**src/rtl/reg_file_sb_pkg.sv**
```systemverilog
// Shared processor constants: architectural register indices used by the
// register file and its scoreboard.
package reg_file_sb_pkg;

   localparam int unsigned ZERO = 0;
   localparam int unsigned V0   = 2;
   localparam int unsigned A0   = 4;
   localparam int unsigned RA   = 31;

endpackage

```
**src/rtl/reg_scoreboard.sv**
```systemverilog
// Pending-write scoreboard: one busy bit per register, set on issue, cleared
// on writeback, plus combinational read-hazard and next-cycle read-busy terms.
module reg_scoreboard
   import reg_file_sb_pkg::*;
#(
   parameter int ADDR_W = 5,
   parameter int NUM_RD = 2
) (
   input  logic                           clk,
   input  logic                           rst_n,
   input  logic                           i_iss_valid,
   input  logic [ADDR_W-1:0]              i_iss_rd,
   input  logic                           i_clr_valid,
   input  logic [ADDR_W-1:0]              i_clr_idx,
   input  logic [NUM_RD-1:0][ADDR_W-1:0]  i_rd_addr,
   output logic [(2**ADDR_W)-1:0]         o_busy_vec,
   output logic                           o_hazard,
   output logic [NUM_RD-1:0]              o_rd_busy_nxt
);

   localparam int NUM_REGS = 2**ADDR_W;

   logic [NUM_REGS-1:0] r_busy;
   logic [NUM_REGS-1:0] w_set;
   logic [NUM_REGS-1:0] w_clr;
   logic [NUM_REGS-1:0] w_busy_nxt;
   logic [NUM_RD-1:0]   w_haz;

   assign w_set = (i_iss_valid && (i_iss_rd != '0)) ? (NUM_REGS'(1) << i_iss_rd) : '0;
   assign w_clr = i_clr_valid ? (NUM_REGS'(1) << i_clr_idx) : '0;
   // Set is applied after clear so a same-edge reissue keeps the register busy.
   assign w_busy_nxt = ((r_busy & ~w_clr) | w_set) & ~NUM_REGS'(1);

   always_ff @(posedge clk or negedge rst_n) begin
      if (!rst_n) r_busy <= '0;
      else        r_busy <= w_busy_nxt;
   end

   always_comb begin
      w_haz         = '0;
      o_rd_busy_nxt = '0;
      for (int p = 0; p < NUM_RD; p++) begin
         if (i_rd_addr[p] != '0) begin
            if (i_clr_valid && (i_clr_idx == i_rd_addr[p])) begin
               o_rd_busy_nxt[p] = w_set[i_rd_addr[p]];
            end else begin
               w_haz[p]         = r_busy[i_rd_addr[p]];
               o_rd_busy_nxt[p] = r_busy[i_rd_addr[p]];
            end
         end
      end
   end

   assign o_hazard   = |w_haz;
   assign o_busy_vec = r_busy;

endmodule

```
**src/rtl/reg_file_sb.sv**
```systemverilog
// Multi-port register file with write-first bypass, link writeback and a
// pending-write scoreboard; register 0 is hardwired to zero.
module reg_file_sb
   import reg_file_sb_pkg::*;
#(
   parameter int DATA_W   = 32,
   parameter int ADDR_W   = 5,
   parameter int NUM_RD   = 2,
   parameter int LINK_REG = RA
) (
   input  logic                       clk,
   input  logic                       rst_n,
   input  logic [NUM_RD*ADDR_W-1:0]   rd_addr,
   output logic [NUM_RD*DATA_W-1:0]   rd_data,
   output logic [NUM_RD-1:0]          rd_busy,
   input  logic                       iss_valid,
   input  logic [ADDR_W-1:0]          iss_rd,
   input  logic                       wb_valid,
   input  logic [ADDR_W-1:0]          wb_rd,
   input  logic                       wb_link,
   input  logic [DATA_W-1:0]          wb_data,
   output logic                       hazard,
   output logic [(2**ADDR_W)-1:0]     busy_vec
);

   localparam int NUM_REGS = 2**ADDR_W;
   localparam logic [ADDR_W-1:0] LINK_IDX = ADDR_W'(LINK_REG);

   if (NUM_RD < 1) begin : g_bad_num_rd
      $error("reg_file_sb: NUM_RD must be at least 1");
   end
   if ((LINK_REG < 0) || (LINK_REG >= NUM_REGS)) begin : g_bad_link
      $error("reg_file_sb: LINK_REG out of register range");
   end

   logic [NUM_RD-1:0][ADDR_W-1:0] w_rd_addr;
   logic [NUM_RD-1:0][DATA_W-1:0] w_rd_val;
   logic [NUM_RD-1:0][DATA_W-1:0] r_rd_data;
   logic [NUM_RD-1:0]             w_rd_busy_nxt;
   logic [NUM_RD-1:0]             r_rd_busy;
   logic [ADDR_W-1:0]             w_wb_idx;
   logic                          w_wr_en;
   logic [DATA_W-1:0]             r_regs [NUM_REGS];

   assign w_rd_addr = rd_addr;
   assign w_wb_idx  = wb_link ? LINK_IDX : wb_rd;
   assign w_wr_en   = wb_valid && (w_wb_idx != '0);

   always_ff @(posedge clk or negedge rst_n) begin
      if (!rst_n) begin
         for (int i = 0; i < NUM_REGS; i++) r_regs[i] <= '0;
      end else if (w_wr_en) begin
         r_regs[w_wb_idx] <= wb_data;
      end
   end

   // Write-first: a same-edge writeback to the addressed register is forwarded.
   always_comb begin
      w_rd_val = '0;
      for (int p = 0; p < NUM_RD; p++) begin
         if (w_rd_addr[p] == '0)                         w_rd_val[p] = '0;
         else if (w_wr_en && (w_wb_idx == w_rd_addr[p])) w_rd_val[p] = wb_data;
         else                                            w_rd_val[p] = r_regs[w_rd_addr[p]];
      end
   end

   always_ff @(posedge clk or negedge rst_n) begin
      if (!rst_n) begin
         r_rd_data <= '0;
         r_rd_busy <= '0;
      end else begin
         r_rd_data <= w_rd_val;
         r_rd_busy <= w_rd_busy_nxt;
      end
   end

   reg_scoreboard #(
      .ADDR_W (ADDR_W),
      .NUM_RD (NUM_RD)
   ) u_sb (
      .clk           (clk),
      .rst_n         (rst_n),
      .i_iss_valid   (iss_valid),
      .i_iss_rd      (iss_rd),
      .i_clr_valid   (wb_valid),
      .i_clr_idx     (w_wb_idx),
      .i_rd_addr     (w_rd_addr),
      .o_busy_vec    (busy_vec),
      .o_hazard      (hazard),
      .o_rd_busy_nxt (w_rd_busy_nxt)
   );

   assign rd_data = r_rd_data;
   assign rd_busy = r_rd_busy;

endmodule

```
**config.mk**
```make
export PLATFORM = sky130hd
export DESIGN_NAME = reg_file_sb
export DESIGN_NICKNAME = d
export VERILOG_FILES = /design/src/rtl/reg_file_sb_pkg.sv /design/src/rtl/reg_scoreboard.sv /design/src/rtl/reg_file_sb.sv
export SDC_FILE = /design/constraint.sdc
export NUM_CORES = 2
export LEC_CHECK = 0
export CAP_MARGIN = 30
export CORE_AREA = 3 3 317 319
export CTS_BUF_LIST = sky130_fd_sc_hd__clkbuf_2 sky130_fd_sc_hd__clkbuf_4 sky130_fd_sc_hd__clkbuf_8
export CTS_CLUSTER_DIAMETER = 80
export DETAILED_ROUTE_END_ITERATION = 7
export DIE_AREA = 0 0 320 322
export PLACE_DENSITY = 0.77
export SYNTH_ARGS = -nofsm -noshare
export SYNTH_HDL_FRONTEND = slang
export SYNTH_HIERARCHICAL = 1
export SYNTH_SLANG_ARGS = --single-unit
export TNS_END_PERCENT = 50
```
**constraint.sdc**
```tcl
create_clock -name clk -period 2 [get_ports clk]
set_clock_uncertainty 0.05 [all_clocks]
set_input_delay 0.2 -clock clk [delete_from_list [all_inputs] [get_ports clk]]
set_output_delay 0.2 -clock clk [all_outputs]
set_load 0.02 [all_outputs]
```
# After elaboration in Yosys (flattened, before gate mapping)
# Index checks and enable logic that the tools add are counted.
[word_totals]
word_cells = 98
n_memories = 0
rom_bits = 0
latch_bits = 0
register_bits = 1121
output_inout_bits = 99
ramBits = 0
[classes]
n_reduce_logical = 14
n_bitwise = 6
mul = 0
magnitude_cmp = 6
n_shift = 2
muxes = 32
n_eq_ne = 2
n_div = 0
addsub = 0
[op_table]
columns = ["op", "n"]
rows = [
  ["$bwmux W1024", 1],
  ["$mux W32", 11],
  ["$bmux W32 S5", 2],
  ["$demux W32 S5", 1],
  ["$shl A1 B5 Y32 const A", 2],
  ["$and A32 B32 Y32", 1],
  ["$not A32 Y32", 1],
  ["$or A32 B32 Y32", 1],
  ["$bmux W1 S5", 4],
  ["$reduce_bool A5 Y1", 4],
  ["$ge A6 B6 Y1 const B", 3],
  ["$not A5 Y6", 3],
  ["$lt A5 B6 Y1 const B", 2],
  ["$mux W1", 12],
  ["$eq A5 B5 Y1", 2],
  ["$logic_not A5 Y1", 2],
  ["$logic_and A1 B1 Y1", 7],
  ["$lt A6 B1 Y1 const B", 1],
  ["$mux W5", 1],
  ["$reduce_or A2 Y1", 1],
]

# Logic depth before layout (Yosys ltp)
[depth]
word_depth = 7
ltp_mapped = 10
depth_no_buf = 7

# By module
# The synthesis kept the hierarchy.
[modules_own_cells]
columns = ["module", "cells_per_inst", "n_inst", "area_each_um2"]
rows = [
  ["reg_file_sb", 3740, 1, 56277.7],
  ["reg_scoreboard", 239, 1, 2265.9],
]

# Least setup slack after synthesis
# OpenSTA, ideal clock, no wires.
[synth_path]
kind = "in2reg"
startpoint = "input port rd_addr[5]"
endpoint = "register r_rd_data, in the netlist rd_data[41]"
required_time_ns = 1.829
path_slack_ns = -0.172
t_arrival_ns = 2.001
path_buffers = 4
cell_stages = 8
path_cell_list = "buf_2 > buf_4 > buf_2 > buf_2 > mux4_2 > o22ai_1 > nor3_1 > a22o_1"
[synth_lines]
columns = ["element", "line", "rtl"]
rows = [
  ["start: declaration", "reg_file_sb.sv:13", "input logic [NUM_RD*ADDR_W-1:0] rd_addr,"],
  ["end signal: assignment", "reg_file_sb.sv:72", "r_rd_data <= w_rd_val;"],
  ["end: declaration", "reg_file_sb.sv:38", "logic [NUM_RD-1:0][DATA_W-1:0] r_rd_data;"],
]

# Final worst setup path
[layout_path]
startpoint = "register u_sb.r_busy[17], in the netlist u_sb/o_busy_vec[17]"
endpoint = "output port hazard"
[layout_between]
elab_chain_cells = 5
word_cells_on_any_way = 9
cone_classes = "mux: 8; reduce/logical: 1"
[layout_lines]
columns = ["element", "line", "rtl"]
rows = [
  ["start: declaration", "reg_scoreboard.sv:23", "logic [NUM_REGS-1:0] r_busy;"],
  ["start signal: assignment", "reg_scoreboard.sv:36", "else r_busy <= w_busy_nxt;"],
  ["$bmux W1 S5", "reg_scoreboard.sv:47", "w_haz[p] = r_busy[i_rd_addr[p]];"],
  ["$mux W1 (implied by the code)", "reg_scoreboard.sv:47", ""],
  ["$mux W1", "reg_scoreboard.sv:44", "if (i_clr_valid && (i_clr_idx == i_rd_addr[p])) begin"],
  ["$mux W1", "reg_scoreboard.sv:43", "if (i_rd_addr[p] != '0) begin"],
  ["$reduce_or A2 Y1 (*)", "reg_scoreboard.sv:54", "assign o_hazard = |w_haz;"],
  ["end: declaration", "reg_file_sb.sv:22", "output logic hazard,"],
]
# Every way passes the cells marked *; elsewhere a longest branch is shown, timed or not. The select of a mux whose other input is x is not followed.

==> results.py <==
metrics = {
    "drt": {
        "drt_first_iter_violations": 4959,
        "antenna_left": 0,
        "dr_wl_met3_um": 22840,
        "route.met2.wl_um": 86300,
        "highest_layer": "met5",
        "drc": 0,
        "wl_per_cell_um": 32.82,
        "vias_per_cell": 7.123,
        "met1_length_um": 71690,
        "route.final.wire_length_um": 192900,
        "routed-via-count": 41850,
        "firstDrtPassIters": 5,
    },
    "power": {
        "swShare": 0.2791,
        "p_seq_frac": 0.454,
        "powerDensity_nw_per_um2": 876.1,
        "combPwrFrac": 0.191,
        "ir_drop_v": 0.0006531,
        "leakagePower_nw": 31.77,
        "power.clock.fraction": 0.354,
        "intPower_mw": 44.46,
        "p_sw_mw": 17.22,
    },
    "yosys": {
        "synth_flop_cell": "dfrtp_1",
        "synthCells": 3979,
        "ys_ff_latch": 1121,
        "synth_cell_type_count": 68,
        "synth_edf_count": 0,
        "seq_area_frac_synth": 0.4792,
        "syn_avg_cell_area_um2": 14.71,
        "async_reset_ff_frac": 1.000,
        "netlist_area_um2": 58540,
        "ys_warn_count": 6,
        "synth_fp_nets": 4036,
    },
    "layout": {
        "layout_commonest_cell": "dfrtp_1",
        "finalNonFillerCells": 5876,
        "drive_above_1_share": 0.5439,
        "final_nets": 4492,
        "final_area_um2": 70400,
        "area_growth_pct": 20.25,
        "final_cell_mix": "1121 x dfrtp_1, 994 x mux2_2, 510 x mux4_2, 376 x buf_4, 229 x clkbuf_8",
    },
    "grt": {
        "antenna_found_initial": 7,
        "track_usage": 0.3786,
        "grt_max_degree": 100,
        "grt_pass1_vias": 42750,
        "grt_pass1_wl_um": 285200,
        "grt-ovfl-total": 0,
    },
    "floorplanning": {
        "initial_core_util": 0.5966,
        "pin_count": 156,
        "die_x_um": 320,
        "die_y_um": 322,
        "coreArea_um2": 98130,
        "die_area_um2": 103000,
        "fp-row-count": 115,
    },
    "placed_design": {
        "gp_congestion": 0.9216,
        "place_ws_ns": -0.8324,
        "io_buffers": 154,
        "dp_hpwl_um": 127700,
        "placed_cells": 5517,
        "placed_area_um2": 66230,
    },
    "timing": {
        "drv_slew": 0,
        "fin_crit_sh": 1.450,
        "worst_slack_ns": -0.9000,
        "whs_ns": -0.01646,
        "max_freq_ghz": 0.3448,
        "worst_pin_slew_ns": 0.8033,
        "finalSetupViolCount": 2,
        "period_needed_ns": 2.900,
        "report.final.hold_viol_count": 1,
        "max_slew_margin": 0.4645,
        "rsz0062_at_grt": "true",
    },
    "run": {
        "max-cap-violations": 0,
    },
    "cts": {
        "htreeDepth": 4,
        "cts_tree": "yes",
        "clock_latency_ns": 0.89,
        "clk_path_buf_depth": 3,
        "cts.sinks": 1121,
        "clkTransAtPathRegs_ns": 0.05,
        "hold_buffers": 6,
        "cts-root-buf": "clkbuf_8",
        "cts_buffers": 185,
    },
    "critical_path": {
        "critPathLaunchType": "flip-flop",
        "path_cells": "mux4_2, nor2b_1, a211o_1, a31oi_4, o22ai_2, buf_6",
        "cp_slowest_cell": "mux4_2",
        "cp_max_fo": 4,
        "worstPathRequired_ns": 1.75,
        "worst_path_largest_cell_delay_ns": 0.48,
        "critPathKind": "reg2out",
        "worstPathArrival_ns": 2.65,
        "critPathCaptureType": "output pin",
    },
    "run_status": {
        "status": "finished, violations left",
        "violations": "negative hold slack, negative setup slack",
    },
    "hold_path": {
        "min_path_type": "in2reg",
    },
}
[power groups by stage]
stage	Clock, mW	Combinational [mW]	Sequential [mW]
after floorplan	0	7.11	27.8
after global placement	0	11.4	28.0
after detailed placement	0	11.7	28.3
after CTS	22.0	11.7	27.9
after global routing	23.1	12.5	28.3
final	21.8	11.8	28.0
[synth_stat cells, drive strengths merged, types with 3 or more instances]
master	instances	area share
and2	6	0.00064
nor2	65	0.0042
nand4	6	0.00064
nor2b	40	0.0043
or4	3	0.00038
nor3b	3	0.00038
mux2	1006	0.19
buf	167	0.014
o22a	4	0.00060
a2111oi	5	0.0011
a22o	30	0.0045
nor4	8	0.0013
xnor2	12	0.0018
o31ai	5	0.00064
nand4b	3	0.00045
or3	6	0.00064
o22ai	121	0.013
xor2	12	0.0018
a31oi	10	0.0011
nand2	79	0.0051
o221ai	5	0.00075
a21oi	9	0.00077
a221oi	4	0.00060
mux4	510	0.20
or3b	4	0.00060
o41ai	4	0.00092
clkbuf	272	0.017
o21ai	71	0.0061
or2	15	0.0016
a22oi	50	0.0064
nand2b	25	0.0027
nand3b	7	0.00090
a211oi	38	0.0049
inv	8	0.00051
nand3	20	0.0017
mux2i	98	0.017
and3	3	0.00032
nor3	97	0.0083
a32oi	4	0.00060
dfrtp	1121	0.48
[flip-flops by register name, summed over array words and instances, names as in the netlist]
register	count
r_regs	1024
rd_busy	2
rd_data	64
u_sb/o_busy_vec	31
[logic make-up (layout without fill, tap and decap cells)]
logic type,after synthesis,count (layout),synth area share
other,1,5,0.00006405
multiplexers,1614,1614,0.4065
buffers and inverters,447,1053,0.03146
flip-flops,1121,1121,0.4792
AND/OR/NAND/NOR,395,395,0.03486
AO/OA/AOI/OAI,377,377,0.04441
XOR/XNOR,24,24,0.003590
[routing by layer]
| metal | vias to the layer above | GRT usage |
|---|---|---|
| met2 | 2812 | 0.5599 |
| li1 | 16320 | - |
| met3 | 690 | 0.1177 |
| met1 | 22030 | 0.5057 |
| met5 | - | 0.001852 |
| met4 | 2 | 0.2072 |
[per-stage QoR]
stage / util / hold slack [ns] / power, mW / TNS (ns)
2_1_floorplan: - / -0.1456 / 34.93 / -2.792
3_3_place_gp: 0.6749 / 0.08174 / 39.44 / -558.39
3_5_place_dp: 0.6749 / 0.08204 / 39.99 / -555.06
4_1_cts: 0.7171 / -0.1056 / 61.61 / -0.9531
5_1_grt: 0.7173 / -0.01422 / 63.87 / -0.9906
6_report: 0.7174 / -0.01646 / 61.68 / -0.9174
[worst max-delay path, delay by kind of cell, from the launching register on]
kind	cells	cell delay [ns]
AOI/OAI and AO/OA	3	0.58
buffers and inverters	1	0.16
DFF	1	0.41
muxes	1	0.48
and+or+nand+nor	1	0.15
[final cells by class]
cell class	count	area, um2
fillers	6293	27730
diodes	4	10.01
flip-flops and latches	1121	28050
multi-input cells	2411	28880
well taps	1287	1610
clock inverters	41	362.8
clock buffers	296	3655
inverters	8	30.03
repair buffers	708	7800
[final timing paths]
path                                          startpoint  slack, ns                            end  cells past startpoint
max reg2reg                u_sb/o_busy_vec[17]$_DFF_PN0_       0.04           rd_busy[0]$_DFF_PN0_                      7
max                        u_sb/o_busy_vec[17]$_DFF_PN0_      -0.90                         hazard                      6
min reg2reg                     r_regs[1006]$_DFFE_PN0P_       0.34       r_regs[1006]$_DFFE_PN0P_                      0
min                                           rd_addr[8]      -0.02           rd_busy[1]$_DFF_PN0_                      5
min in group asynchronous                          rst_n       0.54  u_sb/o_busy_vec[13]$_DFF_PN0_                      4
max in group asynchronous                          rst_n       0.72        r_regs[577]$_DFFE_PN0P_                      4
[what timing repair did]
item | CTS | global route
gates resized for setup | 197 | 6
setup buffers | 12 | 1
setup endpoints to repair | 99 | 13
hold endpoints to repair | 1123 | 1
pin swaps | 2 | 0
Note: power is estimated with default switching activity, not from simulation.
